`src/rtl/vending_controller_pkg.sv`:
```
// Shared definitions for the vending machine controller.
//   - Coin and item counts, coin values and item prices (in won).
//   - FSM state encoding.
//   - Helpers: one-hot coin -> value, one-hot item -> price,
//     and the greedy largest-first change coin for a given balance.
package vending_controller_pkg;

  localparam int kNumCoins = 3;
  localparam int kNumItems = 4;

  // Coin values: bit0, bit1, bit2 of the coin vectors.
  localparam int unsigned kCoin0Value = 100;
  localparam int unsigned kCoin1Value = 500;
  localparam int unsigned kCoin2Value = 1000;

  // Item prices: bit0 .. bit3 of the item vectors.
  localparam int unsigned kItem0Price = 400;
  localparam int unsigned kItem1Price = 500;
  localparam int unsigned kItem2Price = 1000;
  localparam int unsigned kItem3Price = 2000;

  typedef enum logic [1:0] {
    ST_IDLE   = 2'd0,  // balance is zero
    ST_ACTIVE = 2'd1,  // balance is non-zero, accepting coins and purchases
    ST_RETURN = 2'd2   // paying out change, coin slot closed
  } state_e;

  // Value of a one-hot coin vector; anything not exactly one-hot is 0.
  function automatic int unsigned coin_value(input logic [kNumCoins-1:0] coin);
    int unsigned val;
    case (coin)
      3'b001:  val = kCoin0Value;
      3'b010:  val = kCoin1Value;
      3'b100:  val = kCoin2Value;
      default: val = 0;
    endcase
    return val;
  endfunction

  // Price of a one-hot item vector; anything not exactly one-hot is 0.
  function automatic int unsigned item_price(input logic [kNumItems-1:0] item);
    int unsigned val;
    case (item)
      4'b0001: val = kItem0Price;
      4'b0010: val = kItem1Price;
      4'b0100: val = kItem2Price;
      4'b1000: val = kItem3Price;
      default: val = 0;
    endcase
    return val;
  endfunction

  // Largest coin not exceeding the balance; zero when nothing fits.
  function automatic logic [kNumCoins-1:0] greedy_coin(input int unsigned bal);
    logic [kNumCoins-1:0] coin;
    if (bal >= kCoin2Value)      coin = 3'b100;
    else if (bal >= kCoin1Value) coin = 3'b010;
    else if (bal >= kCoin0Value) coin = 3'b001;
    else                         coin = 3'b000;
    return coin;
  endfunction

endpackage

```
`src/rtl/vending_controller_timer.sv`:
```
// Inactivity (coin-return) timer.
//   clk         : system clock
//   reset_n     : synchronous active-low reset, clears the count
//   clear_i     : force the count to 0 (used while paying out change)
//   reload_i    : load WAIT_CYCLES
//   enable_i    : count down by one per edge, saturating at 0
//   wait_time_o : remaining cycles (registered)
//   expired_o   : count is 0
module return_timer #(
  parameter int WAIT_CYCLES = 10
) (
  input  logic        clk,
  input  logic        reset_n,
  input  logic        clear_i,
  input  logic        reload_i,
  input  logic        enable_i,
  output logic [31:0] wait_time_o,
  output logic        expired_o
);

  logic [31:0] wait_q, wait_d;

  always_comb begin
    wait_d = wait_q;
    if (clear_i)                       wait_d = '0;
    else if (reload_i)                 wait_d = 32'(WAIT_CYCLES);
    else if (enable_i && wait_q != 0)  wait_d = wait_q - 32'd1;
  end

  always_ff @(posedge clk) begin
    if (!reset_n) wait_q <= '0;
    else          wait_q <= wait_d;
  end

  assign wait_time_o = wait_q;
  assign expired_o   = (wait_q == '0);

endmodule

```
`src/rtl/vending_controller.sv`:
```
// Vending machine top-level sequencer.
// Owns the credit balance and inactivity timer, accepts coins and purchases,
// and pays change back one coin at a time, largest first, over valid/ready.
//   clk              : system clock
//   reset_n          : synchronous active-low reset
//   i_input_coin     : one-hot coin insert pulse (100 / 500 / 1000)
//   i_select_item    : one-hot item request pulse (400 / 500 / 1000 / 2000)
//   i_trigger_return : user change-return request
//   i_disp_ready     : coin dispenser ready
//   o_return_coin    : one-hot coin being paid out, qualified by o_return_valid
//   o_return_valid   : coin dispense request
//   o_output_item    : one-cycle one-hot item dispense pulse
//   o_current_total  : current balance
//   o_wait_time      : remaining inactivity cycles
//   o_busy           : paying out change, coin slot closed
module vending_controller
  import vending_controller_pkg::*;
#(
  parameter int WAIT_CYCLES = 10,
  parameter int BAL_W       = 16
) (
  input  logic                 clk,
  input  logic                 reset_n,
  input  logic [kNumCoins-1:0] i_input_coin,
  input  logic [kNumItems-1:0] i_select_item,
  input  logic                 i_trigger_return,
  input  logic                 i_disp_ready,
  output logic [kNumCoins-1:0] o_return_coin,
  output logic                 o_return_valid,
  output logic [kNumItems-1:0] o_output_item,
  output logic [BAL_W-1:0]     o_current_total,
  output logic [31:0]          o_wait_time,
  output logic                 o_busy
);

  state_e               state_q, state_d;
  logic [BAL_W-1:0]     bal_q, bal_d;
  logic [kNumCoins-1:0] rcoin_q, rcoin_d;
  logic                 rvalid_q, rvalid_d;
  logic [kNumItems-1:0] item_q, item_d;
  logic                 busy_q, busy_d;

  logic        tmr_clear, tmr_reload, tmr_en, tmr_expired;
  logic [31:0] tmr_wait;

  // Input decode.
  logic [BAL_W-1:0] coin_val, price, active_bal, xfer_bal;
  logic [BAL_W:0]   coin_sum;
  logic             coin_ok, buy_ok, go_return, xfer;

  always_comb begin
    coin_val = BAL_W'(coin_value(i_input_coin));
    price    = BAL_W'(item_price(i_select_item));
    // One extra bit so a coin that would wrap the balance can be rejected.
    coin_sum = {1'b0, bal_q} + {1'b0, coin_val};
    coin_ok  = $onehot(i_input_coin) && !coin_sum[BAL_W];
    // Price is checked against the balance before any same-cycle coin.
    buy_ok   = (state_q == ST_ACTIVE) && $onehot(i_select_item) && (bal_q >= price);
    // Trigger or timeout wins over any same-cycle coin or purchase.
    go_return = (state_q == ST_ACTIVE) && (i_trigger_return || tmr_expired);
    xfer      = (state_q == ST_RETURN) && rvalid_q && i_disp_ready;
    active_bal = (coin_ok ? coin_sum[BAL_W-1:0] : bal_q) - (buy_ok ? price : '0);
    xfer_bal   = bal_q - BAL_W'(coin_value(rcoin_q));
  end

  // State register.
  always_ff @(posedge clk) begin
    if (!reset_n) state_q <= ST_IDLE;
    else          state_q <= state_d;
  end

  // Next-state logic.
  always_comb begin
    state_d = state_q;
    case (state_q)
      ST_IDLE: begin
        if (coin_ok) state_d = ST_ACTIVE;
      end
      ST_ACTIVE: begin
        if (go_return)            state_d = ST_RETURN;
        else if (active_bal == 0) state_d = ST_IDLE;
      end
      ST_RETURN: begin
        if (xfer && xfer_bal == 0) state_d = ST_IDLE;
      end
      default: state_d = ST_IDLE;
    endcase
  end

  // Output / datapath next values.
  always_comb begin
    bal_d      = bal_q;
    rcoin_d    = rcoin_q;
    rvalid_d   = rvalid_q;
    item_d     = '0;
    busy_d     = (state_d == ST_RETURN);
    tmr_clear  = 1'b0;
    tmr_reload = 1'b0;
    case (state_q)
      ST_IDLE: begin
        if (coin_ok) begin
          bal_d      = coin_sum[BAL_W-1:0];
          tmr_reload = 1'b1;
        end
      end
      ST_ACTIVE: begin
        if (go_return) begin
          // First change coin is presented in the very first RETURN cycle.
          tmr_clear = 1'b1;
          rvalid_d  = 1'b1;
          rcoin_d   = greedy_coin(32'(bal_q));
        end else begin
          bal_d      = active_bal;
          item_d     = buy_ok ? i_select_item : '0;
          tmr_reload = coin_ok || buy_ok;
        end
      end
      ST_RETURN: begin
        tmr_clear = 1'b1;
        if (xfer) begin
          bal_d = xfer_bal;
          if (xfer_bal == 0) begin
            rvalid_d = 1'b0;
            rcoin_d  = '0;
          end else begin
            rcoin_d = greedy_coin(32'(xfer_bal));
          end
        end
      end
      default: begin
        bal_d    = '0;
        rvalid_d = 1'b0;
        rcoin_d  = '0;
      end
    endcase
  end

  assign tmr_en = (state_q == ST_ACTIVE);

  always_ff @(posedge clk) begin
    if (!reset_n) begin
      bal_q    <= '0;
      rcoin_q  <= '0;
      rvalid_q <= 1'b0;
      item_q   <= '0;
      busy_q   <= 1'b0;
    end else begin
      bal_q    <= bal_d;
      rcoin_q  <= rcoin_d;
      rvalid_q <= rvalid_d;
      item_q   <= item_d;
      busy_q   <= busy_d;
    end
  end

  return_timer #(
    .WAIT_CYCLES(WAIT_CYCLES)
  ) u_timer (
    .clk        (clk),
    .reset_n    (reset_n),
    .clear_i    (tmr_clear),
    .reload_i   (tmr_reload),
    .enable_i   (tmr_en),
    .wait_time_o(tmr_wait),
    .expired_o  (tmr_expired)
  );

  assign o_return_coin   = rcoin_q;
  assign o_return_valid  = rvalid_q;
  assign o_output_item   = item_q;
  assign o_current_total = bal_q;
  assign o_wait_time     = tmr_wait;
  assign o_busy          = busy_q;

endmodule

```
`config.mk`:
```
export PLATFORM = sky130hd
export DESIGN_NAME = vending_controller
export DESIGN_NICKNAME = d
export VERILOG_FILES = /design/src/rtl/vending_controller_pkg.sv /design/src/rtl/vending_controller_timer.sv /design/src/rtl/vending_controller.sv
export SDC_FILE = /design/constraint.sdc
export NUM_CORES = 1
export LEC_CHECK = 0
export ABC_AREA = 1
export BUFFER_PORTS_ARGS = -buffer_cell sky130_fd_sc_hd__buf_2
export CORE_AREA = 3 3 123 125
export CTS_CLUSTER_SIZE = 28
export DETAILED_ROUTE_END_ITERATION = 6
export DIE_AREA = 0 0 126 128
export MAX_ROUTING_LAYER = met4
export PLACE_DENSITY = 0.61
export SLEW_MARGIN = 20
export SYNTH_ARGS = -nofsm -noshare
export SYNTH_HDL_FRONTEND = slang
export SYNTH_HIERARCHICAL = 1
export SYNTH_SLANG_ARGS = --single-unit
```
`constraint.sdc`:
```
create_clock -name clk -period 5.3 [get_ports clk]
set_clock_uncertainty 0.1 [all_clocks]
set_input_delay 1.59 -clock clk [delete_from_list [all_inputs] [get_ports clk]]
set_output_delay 1.59 -clock clk [all_outputs]
set_load 0.01 [all_outputs]
```
Yosys cells after proc, flatten, opt, wreduce, memory -nomap -nowiden

Cells that the tools add are included.

Reductions and logical operators: 23
Add/subtract/negate cells: 9
Magnitude comparators: 7
Mux-type cells: 34
Bitwise gates (word level): 4
Equal/unequal tests: 19

Operators by type and width:

| kind                                                                 | count |
|---|---|
| 2-to-1 mux 16 bit                                                    | 4 |
| case mux 10 bit (3 select lines)                                     | 2 |
| case mux 16 bit (3 select lines)                                     | 1 |
| case mux 11 bit (4 select lines)                                     | 1 |
| greater-or-equal comparator 16 x 10 -> 1 bit (second input constant) | 2 |
| greater-or-equal comparator 16 x 7 -> 1 bit (second input constant)  | 2 |
| greater-or-equal comparator 16 x 9 -> 1 bit (second input constant)  | 2 |
| zero test 16 bit                                                     | 2 |
| zero test 32 bit                                                     | 1 |
| nonzero test 32 bit                                                  | 1 |
| subtractor 16 bit                                                    | 2 |
| subtractor 32 x 1 -> 32 bit (second input constant)                  | 1 |
| adder 16 x 16 -> 17 bit                                              | 1 |
| greater-or-equal comparator 16 bit                                   | 1 |
| 2-to-1 mux 3 bit                                                     | 5 |
| 2-to-1 mux 2 bit                                                     | 6 |
| equality test 3 x 1 -> 1 bit (second input constant)                 | 3 |
| case mux 3 bit (3 select lines)                                      | 1 |
| logical AND 1 bit                                                    | 8 |
| 2-to-1 mux 1 bit                                                     | 8 |
| 2-to-1 mux 4 bit                                                     | 2 |
| adder 1 x 1 -> 2 bit                                                 | 3 |
| equality test 3 x 2 -> 1 bit (second input constant)                 | 2 |
| equality test 3 bit (second input constant)                          | 2 |
| 24 further kinds                                                     | 33 |

Register bits: 59
Input bits: 11

Logic depth before layout (Yosys ltp)

Gate-level depths: netlist of run 1.

Word-level depth: 12
Mapped depth: 34
Mapped depth without buffers: 34

Hierarchy

Netlist of run 1, hierarchy kept.

Modules (own cells, without submodules):

| module             | area each (sq um) | cells an instance | instances |
|---|---|---|---|
| vending_controller | 3995.1            | 681               | 1 |
| return_timer       | 2164.6            | 353               | 1 |

Least setup slack after synthesis of run 1

OpenSTA, ideal clock, no wires.

Kind: input-to-reg
From: in i_input_coin[1]
To: reg state_q[1]
Stages: 32
Data required time: 5.090 ns
Setup slack: 0.086 ns
Setup time: 0.110 ns
Arrival: 5.004 ns
Cells stage by stage: inv_1 nor3_1 inv_1 nand2_1 ha_1 fa_1 nand3_1 nand3_2 nand2_1 nand2_2 nand2_4 nand2_8 o21ai_0 inv_1 ha_1 nand2_1 o21ai_1 nand3_1 nand2_1 inv_1 o21bai_1 inv_1 nand2_2 inv_2 nand2_1 nand2_1 nor2_1 nand3_2 nand2_1 nand2_1 nand2_2 inv_1

Word-level cells in the longest chain between the ends: 11
Elaborated cells between the ends (all ways): 17

RTL lines:

| element                                     | line                         | RTL |
|---|---|---|
| from (decl)                                 | vending_controller.sv:24     | `input logic [kNumCoins-1:0] i_input_coin,` |
| equality test 3 bit (tied with other cells) | vending_controller_pkg.sv:31 | `case (coin)` |
| case mux 10 bit (3 select lines)            | vending_controller_pkg.sv:31 |  |
| adder 16 x 16 -> 17 bit                     | vending_controller.sv:55     | `coin_sum = {1'b0, bal_q} + {1'b0, coin_val};` |
| zero test 1 bit                             | vending_controller.sv:56     | `coin_ok = $onehot(i_input_coin) && !coin_sum[BAL_W];` |
| logical AND 1 bit                           | vending_controller.sv:56     |  |
| 2-to-1 mux 16 bit                           | -                            |  |
| subtractor 16 bit                           | vending_controller.sv:62     | `active_bal = (coin_ok ? coin_sum[BAL_W-1:0] : bal_q) - (buy_ok ? price : '0);` |
| zero test 16 bit                            | vending_controller.sv:81     | `else if (active_bal == 0) state_d = ST_IDLE;` |
| 2-to-1 mux 2 bit                            | vending_controller.sv:81     |  |
| 2-to-1 mux 2 bit                            | vending_controller.sv:80     | `if (go_return) state_d = ST_RETURN;` |
| case mux 2 bit (3 select lines) *           | vending_controller.sv:75     | `case (state_q)` |
| to (signal assigned)                        | vending_controller.sv:69     | `else state_q <= state_d;` |
| to (decl)                                   | vending_controller.sv:36     | `state_e state_q, state_d;` |

Every way passes the cells marked *; elsewhere a longest branch is shown, timed or not.
A chain may end at the register's enable or synchronous reset.

Worst setup path after layout of run 1

From: in i_select_item[0]
To: reg busy_q, in the netlist o_busy

Word-level cells in the longest chain between the ends: 12
Elaborated cells between the ends (all ways): 18

RTL lines:

| element                                                                                    | line                      | RTL |
|---|---|---|
| from (decl)                                                                                | vending_controller.sv:25  | `input logic [kNumItems-1:0] i_select_item,` |
| parallel branches: the longest is 5 deep, another holds greater-or-equal comparator 16 bit | -                         |  |
| 2-to-1 mux 16 bit *                                                                        | vending_controller.sv:62  |  |
| subtractor 16 bit *                                                                        | vending_controller.sv:62  |  |
| zero test 16 bit *                                                                         | vending_controller.sv:81  |  |
| 2-to-1 mux 2 bit *                                                                         | vending_controller.sv:81  |  |
| 2-to-1 mux 2 bit *                                                                         | vending_controller.sv:80  |  |
| case mux 2 bit (3 select lines) *                                                          | vending_controller.sv:75  |  |
| equality test 2 bit *                                                                      | vending_controller.sv:96  | `busy_d = (state_d == ST_RETURN);` |
| to (signal assigned)                                                                       | vending_controller.sv:152 | `busy_q <= busy_d;` |
| to (decl)                                                                                  | vending_controller.sv:41  | `logic busy_q, busy_d;` |

Mark *: on every way between the ends.

==> impl_summary.log, run 1 <==
INFO  metric finalSetupViolCount = 0
INFO  metric timing.critical_path.required = 5430 ps
INFO  metric critPathBufInv = 3
INFO  metric critical_path_launch_point_type = primary input
INFO  metric timing.slew.headroom = 44.1%
INFO  metric run_status = finished clean
INFO  metric gp_routability_congestion = 0.984
INFO  metric gr-usage-all-layers = 25.3%
INFO  metric synth_top_cell_area_share = 19.7%
INFO  metric drc = 0
INFO  metric most-common-layout-cells = sky130_fd_sc_hd__nand2_1 (321), sky130_fd_sc_hd__nor2_1 (120), sky130_fd_sc_hd__inv_1 (118)
INFO  metric drtPass1Iterations = 7
INFO  metric clk_path_buf_depth = 2
INFO  metric post_route_cells_drive_above_1_share = 23.5%
INFO  metric cts_tree = built
INFO  metric initial_antenna_violation_count = 0
INFO  metric synth_cells = 1034
INFO  metric areaGrowthSynthToFinish = 27.0%
INFO  metric critPathKind = primary input to flop
INFO  metric hold_viol = 0
INFO  metric max_freq = 194 MHz
INFO  metric finalMaxSlewViolations = 0
INFO  metric grt_max_degree = 34
INFO  metric wl_final = 19800 um
INFO  metric period_utilization = 97.1%
INFO  metric clock_tree.root_cell = sky130_fd_sc_hd__clkbuf_16
INFO  metric starting_density = 44.0%
INFO  metric antenna_cells_inserted = 0
INFO  metric wl_met3 = 1010 um
INFO  metric highest_layer = met4
INFO  metric crit_path_max_incr_delay = 390 ps
INFO  metric synthTopCellsByArea = sky130_fd_sc_hd__nand2_1 (20%), sky130_fd_sc_hd__dfxtp_1 (19%), sky130_fd_sc_hd__ha_1 (8.5%)
INFO  metric route.antenna.remaining_nets = 0
INFO  metric setup.reg_to_reg.worst_slack = 1120 ps
INFO  metric grt_first_pass_wirelength = 32200 um
INFO  metric count_of_yosys_warnings_during_synthesis = 6
INFO  metric synth_top_cell_by_area = sky130_fd_sc_hd__nand2_1
INFO  metric synth_async_sr_flop_share = 0%
INFO  metric number_of_levels_the_h_tree_was_split_into = 3
INFO  metric cts_hold_bufs = 0
INFO  metric cp_max_fo = 4
INFO  metric clkTransAtPathRegs = 50 ps
INFO  metric synth-seq-cells = 57
INFO  metric place_hpwl = 15600 um
INFO  metric critical-path-top-delay-family = simple AND/OR/NAND/NOR gates
INFO  metric clock_period_minus_final_worst_setup_slack = 5150 ps
INFO  metric most_common_cell_after_layout_fill_and_taps_aside = sky130_fd_sc_hd__nand2_1
INFO  metric detail_route.wl_per_cell = 14.5 um
INFO  metric clkSinkCount = 57
INFO  metric synthesized_cell_area = 6160 um^2
INFO  metric final_core_util = 55.9%
INFO  metric synth_enable_flop_cells = 0
INFO  metric global_route.overflow_total = 0
INFO  metric m1WireLength = 8510 um
INFO  metric vias_per_cell = 5.09
INFO  metric grt_setup_unrepaired = yes
INFO  metric avgSynthCellArea = 5.96 um^2
INFO  metric placement.io_buffers = 65
INFO  metric wl_met2 = 9300 um
INFO  metric slowest_stage_cell_crit_path = sky130_fd_sc_hd__fa_2
INFO  metric maxCapViolations = 0
INFO  metric final_net_count = 1240
INFO  metric floorplan.die.width = 126 um
INFO  metric synthFlopType = sky130_fd_sc_hd__dfxtp_1
INFO  metric hold_class = flop to flop
INFO  metric clock_latency = 340 ps
INFO  metric cp_endpoint_kind = flop
INFO  metric synth-seq-area-share = 18.5%
INFO  metric row_count = 43
INFO  metric num_io_pins = 68
INFO  metric design.die.area = 16100 um^2
INFO  metric cts_made_buffers = 9
INFO  metric worstMarginPinSlew = 835 ps
INFO  metric vias_in_the_first_global_route = 6573
INFO  metric placeableCoreArea = 14000 um^2
INFO  metric yosysUniqueCellTypes = 44
INFO  metric drt_iter0_markers = 476
INFO  metric arrival = 5280 ps
INFO  metric height_of_the_chip = 128 um
INFO  metric route.vias.total = 6954
## routing by layer
| layer | track usage [%] | up-vias |
|---|---|---|
| met5 | - | - |
| met4 | 13.6 | 0 |
| met3 | 3.17 | 64 |
| met2 | 42.0 | 202 |
| met1 | 29.9 | 3082 |
| li1 | - | 3606 |
## tightest hold or removal path, stage by stage, from the launching register on
cell and delay [ps]:
sky130_fd_sc_hd__dfxtp_1 320, sky130_fd_sc_hd__nand2_1 60, sky130_fd_sc_hd__a21oi_1 50
## state kept, by name, indices dropped and copies added, names as in the netlist
name and flops:
o_current_total 14, o_busy 1, o_output_item 4, u_timer/wait_time_o 32
o_return_valid 1, state_q 2, o_return_coin 3
## per-stage QoR
| stage | hold slack, ps | instance area [um^2] | cells | worst slack, ps | TNS [ps] |
|---|---|---|---|---|---|
| finish | 378 | 7820 | 1367 | 155 | 0 |
| global route | 392 | 7820 | 1367 | -151 | -452 |
| CTS | 378 | 7530 | 1360 | 0.189 | 0 |
| detailed placement | 370 | 7210 | 1344 | -401 | -2940 |
| global placement | 369 | 7210 | 1344 | -278 | -1640 |
| floorplan | 395 | 6160 | 1035 | 85.7 | 0 |
## cell type report
| type | instances | area (um^2) |
|---|---|---|
| repair buffers | 160 | 1050 |
| clock inverters | 4 | 50.0 |
| fillers | 1472 | 6170 |
| well taps | 180 | 225 |
| flip-flops and latches | 57 | 1140 |
| multi-input cells | 821 | 4570 |
| clock buffers | 12 | 267 |
| inverters | 133 | 512 |
## path summary, 6_finish.rpt
kind,start,end,cells after the start
setup / recovery,i_select_item[0],o_busy,31
hold / removal,o_return_valid,o_return_valid,2
setup reg to reg,o_current_total[2],o_busy,27
hold reg to reg,o_return_valid,o_return_valid,2
## cells by family after synthesis
| family | after synthesis | synth area share, % |
|---|---|---|
| flops | 57 | 18.5 |
| xor+xnor | 41 | 5.83 |
| other cells | 1 | 0.0609 |
| buf+inv | 157 | 10.8 |
| simple gates | 585 | 41.1 |
| fa+ha+maj | 47 | 10.2 |
| compound gates | 146 | 13.6 |
## Yosys cell counts, types with 12 or more instances
master and count:
sky130_fd_sc_hd__nand2_1 324, sky130_fd_sc_hd__nor2_1 125, sky130_fd_sc_hd__inv_1 123, sky130_fd_sc_hd__a21oi_1 67, sky130_fd_sc_hd__nand3_1 66, sky130_fd_sc_hd__dfxtp_1 57, sky130_fd_sc_hd__ha_1 42, sky130_fd_sc_hd__o21ai_0 35
sky130_fd_sc_hd__xor2_1 25, sky130_fd_sc_hd__xnor2_1 16, sky130_fd_sc_hd__nand2_2 15, sky130_fd_sc_hd__nor3_1 13, sky130_fd_sc_hd__a21oi_2 12
## timing repair
action | CTS | global route
cloned | 0 | 0
resized for setup | 1 | 60
endpoints found under the setup margin | 2 | 14
setup buffers | 0 | 7
pin swaps | 0 | 25
Power of run 1 is not shown: default switching activity piles up to over one toggle a cycle in this logic, so the estimate is an artifact.
==> run 2: changes to the inputs <==
- ABC_AREA: 1 -> unset
- CORE_AREA: 3 3 123 125 -> 3 3 114 116
- CTS_CLUSTER_SIZE: 28 -> unset
- DIE_AREA: 0 0 126 128 -> 0 0 117 119
- PLACE_DENSITY: 0.61 -> 0.62
==> impl_summary.log, run 2 <==
INFO  metric run_status = finished, violations left
INFO  metric violations = negative setup slack
INFO  metric final.fill_count = 1104 (-25%)
INFO  metric timing.critical_path.required = 5450 ps (+20 ps)
INFO  metric finish.instance_area = 7100 um^2 (-9.2%)
INFO  metric initial_antenna_violation_count = 0 (unchanged)
INFO  metric drtPass1Iterations = 6 (-1)
INFO  metric most_common_cell_after_layout_fill_and_taps_aside = sky130_fd_sc_hd__buf_4
INFO  metric clock_period_minus_final_worst_setup_slack = 5710 ps (+562 ps)
INFO  metric placeableCoreArea = 12000 um^2 (-14%)
INFO  metric synthTopCellsByArea = sky130_fd_sc_hd__dfxtp_1 (21%), sky130_fd_sc_hd__ha_1 (9.9%), sky130_fd_sc_hd__a21oi_1 (5.0%)
INFO  metric starting_density = 44.2% (+0.16 points)
INFO  metric post-synth-top-count-cell = sky130_fd_sc_hd__nor2_1
INFO  metric place_hpwl = 13300 um (-15%)
INFO  metric finalSetupViolCount = 9 (+9)
INFO  metric route.vias.total = 6004 (-14%)
INFO  metric most-common-layout-cells = sky130_fd_sc_hd__buf_4 (83), sky130_fd_sc_hd__nor2_1 (66), sky130_fd_sc_hd__buf_2 (60)
INFO  metric clk_path_buf_depth = 2 (unchanged)
INFO  metric gp_routability_congestion = 0.955 (-3.0%)
INFO  metric synth_async_sr_flop_share = 0% (unchanged)
INFO  metric floorplan.die.width = 117 um (-7.1%)
INFO  metric grt_first_pass_wirelength = 28800 um (-11%)
INFO  metric finalMaxSlewViolations = 0 (unchanged)
INFO  metric power_density = 778 nW/um^2
INFO  metric hold_class = flop to flop
INFO  metric grt_setup_unrepaired = yes
INFO  metric post_route_cells_drive_above_1_share = 31.6% (+8.1 points)
INFO  metric synthFlopType = sky130_fd_sc_hd__dfxtp_1
INFO  metric clock_latency = 340 ps (about the same)
INFO  metric number_of_levels_the_h_tree_was_split_into = 3 (unchanged)
INFO  metric worst_slack = -407 ps (-562 ps)
INFO  metric height_of_the_chip = 119 um (-7.0%)
INFO  metric cts_tree = built
INFO  metric placement.io_buffers = 65 (unchanged)
INFO  metric drt_iter0_markers = 611 (+28%)
INFO  metric arrival = 5860 ps (+580 ps)
INFO  metric wl_final = 17800 um (-10%)
INFO  metric grt_max_degree = 30 (-12%)
INFO  metric antenna_cells_inserted = 0 (unchanged)
INFO  metric largest_reg_flops = 32 (unchanged)
INFO  metric num_io_pins = 68 (unchanged)
INFO  metric p_leak = 3.08 nW
INFO  metric synth-seq-cells = 57 (unchanged)
INFO  metric synthesized_cell_area = 5310 um^2 (-14%)
INFO  metric timing.slew.headroom = 38.1% (-6.0 points)
INFO  metric drc = 0 (unchanged)
INFO  metric synth_enable_flop_cells = 0 (unchanged)
INFO  metric synth_top_cell_by_area = sky130_fd_sc_hd__dfxtp_1
INFO  metric areaGrowthSynthToFinish = 33.7%
INFO  metric max_freq = 175 MHz (-9.9%)
INFO  metric cp_endpoint_kind = flop
INFO  metric synth_top_cell_area_share = 21.5% (+1.8 points)
INFO  metric peakVddDrop = 0.000296 V
INFO  metric vias_per_cell = 6.16 (+21%)
INFO  metric count_of_yosys_warnings_during_synthesis = 6 (unchanged)
INFO  metric synth_cells = 691 (-33%)
INFO  metric period_utilization = 108% (+11 points)
INFO  metric cts_made_buffers = 9 (unchanged)
INFO  metric avgSynthCellArea = 7.68 um^2 (+29%)
INFO  metric final_net_count = 880 (-29%)
INFO  metric placed_cell_area = 6480 um^2 (-10%)
INFO  metric post_synth_most_frequent_cells = sky130_fd_sc_hd__nor2_1 (70), sky130_fd_sc_hd__dfxtp_1 (57), sky130_fd_sc_hd__nand2_1 (56)
INFO  metric vias_in_the_first_global_route = 5656 (-14%)
INFO  metric yosysUniqueCellTypes = 86 (+95%)
INFO  metric maxCapViolations = 0 (unchanged)
INFO  metric row_count = 40 (-7.0%)
INFO  metric cp_max_fo = 5 (+1)
INFO  metric clock_tree.root_cell = sky130_fd_sc_hd__clkbuf_16
INFO  metric critical_path_launch_point_type = primary input
INFO  metric hold_viol = 0 (unchanged)
INFO  metric clkTransAtPathRegs = 50 ps (about the same)
INFO  metric clkSinkCount = 57 (unchanged)
INFO  metric synth-seq-area-share = 21.5% (+3.0 points)
INFO  metric final_core_util = 59.1% (+3.2 points)
INFO  metric detail_route.wl_per_cell = 18.2 um (+26%)
INFO  metric worstMarginPinSlew = 922 ps (+87.4 ps)
INFO  metric critPathKind = primary input to flop
INFO  metric gr-usage-all-layers = 26.4% (+1.2 points)
INFO  metric design.die.area = 13900 um^2 (-14%)
INFO  metric route.antenna.remaining_nets = 0 (unchanged)
INFO  metric global_route.overflow_total = 0 (unchanged)
run 2: where the power goes:
part	internal [mW]	switching, mW
Clock	0.377	0.223
Combinational	1.76	2.42
Sequential	0.559	0.192
Total	2.69	2.83
run 2: through the flow:
stage          std cells  TNS, ps  power (mW)  hold slack (ps)  worst slack [ps]
6_report             974    -2550        5.52              402              -407
5_1_grt              974    -4250        5.92              424              -606
4_1_cts              972    -1530        5.33              400              -309
3_5_place_dp         948    -7980        4.60              389              -901
3_3_place_gp         948    -6630        4.52              376              -767
2_1_floorplan        692    -2390        3.48              399              -535
run 2: critical path, stage by stage:
cell	delay, ps
sky130_fd_sc_hd__buf_8	110
sky130_fd_sc_hd__xnor2_4	160
sky130_fd_sc_hd__nor2_2	60
sky130_fd_sc_hd__ha_2	190
sky130_fd_sc_hd__fa_2	370
sky130_fd_sc_hd__a211oi_2	290
sky130_fd_sc_hd__o21ai_2	140
sky130_fd_sc_hd__o21ai_4	200
sky130_fd_sc_hd__o21ai_4	120
sky130_fd_sc_hd__mux2_4	360
sky130_fd_sc_hd__inv_2	70
sky130_fd_sc_hd__fa_2	220
sky130_fd_sc_hd__nor2b_2	50
sky130_fd_sc_hd__o31a_1	340
sky130_fd_sc_hd__o31a_1	380
sky130_fd_sc_hd__o21bai_2	190
sky130_fd_sc_hd__xor2_1	100
sky130_fd_sc_hd__and4b_1	230
sky130_fd_sc_hd__o2111ai_2	240
sky130_fd_sc_hd__buf_4	170
sky130_fd_sc_hd__nor2_2	30
sky130_fd_sc_hd__a211oi_1	230
run 2: worst paths after layout:
check / start / endpoint / slack [ps] / cells after the start
setup / recovery: i_input_coin[0] / state_q[0] / -410 / 22
hold / removal: o_return_valid / o_return_valid / 400 / 2
setup reg to reg: o_current_total[2] / state_q[0] / 530 / 23
hold reg to reg: o_return_valid / o_return_valid / 400 / 2
run 2: timing repair:
item | CTS | global route
pin swaps | 30 | 26
hold endpoints to repair | 0 | 0
setup endpoints to repair | 11 | 12
buffers inserted | 7 | 3
gates resized for setup | 39 | 18
hold buffers | 0 | 0
cloned | 1 | 0
run 2: kinds of logic after synthesis:
kind of cell	synth area share [%]
other	0.0706
adder cells (fa/ha/maj)	11.8
flip-flops	21.5
XOR/XNOR	5.54
multiplexers	0.660
AO/OA/AOI/OAI	27.9
buffers and inverters	4.64
AND/OR/NAND/NOR	27.9
run 2: layout make-up:
cell class / count / area, um^2 / share of cell area [%]
inverter: 31 / 140 / 1.97
tap: 147 / 184 / 2.59
timing repair buffer: 149 / 1020 / 14.3
multi-input combinational: 574 / 4310 / 60.7
sequential: 57 / 1140 / 16.1
clock inverter: 6 / 66.3 / 0.934
clock buffer: 10 / 239 / 3.37
run 2: metal layers:
| layer | up-vias | wire length (um) | track usage [%] |
|---|---|---|---|
| li1 | 2870 | - | - |
| met1 | 2862 | 7730 | 35.1 |
| met2 | 241 | 8460 | 41.9 |
| met3 | 31 | 1200 | 3.51 |
| met4 | 0 | 371 | 7.74 |
| met5 | - | 0 | - |
Note: power is estimated with default switching activity, not from simulation.
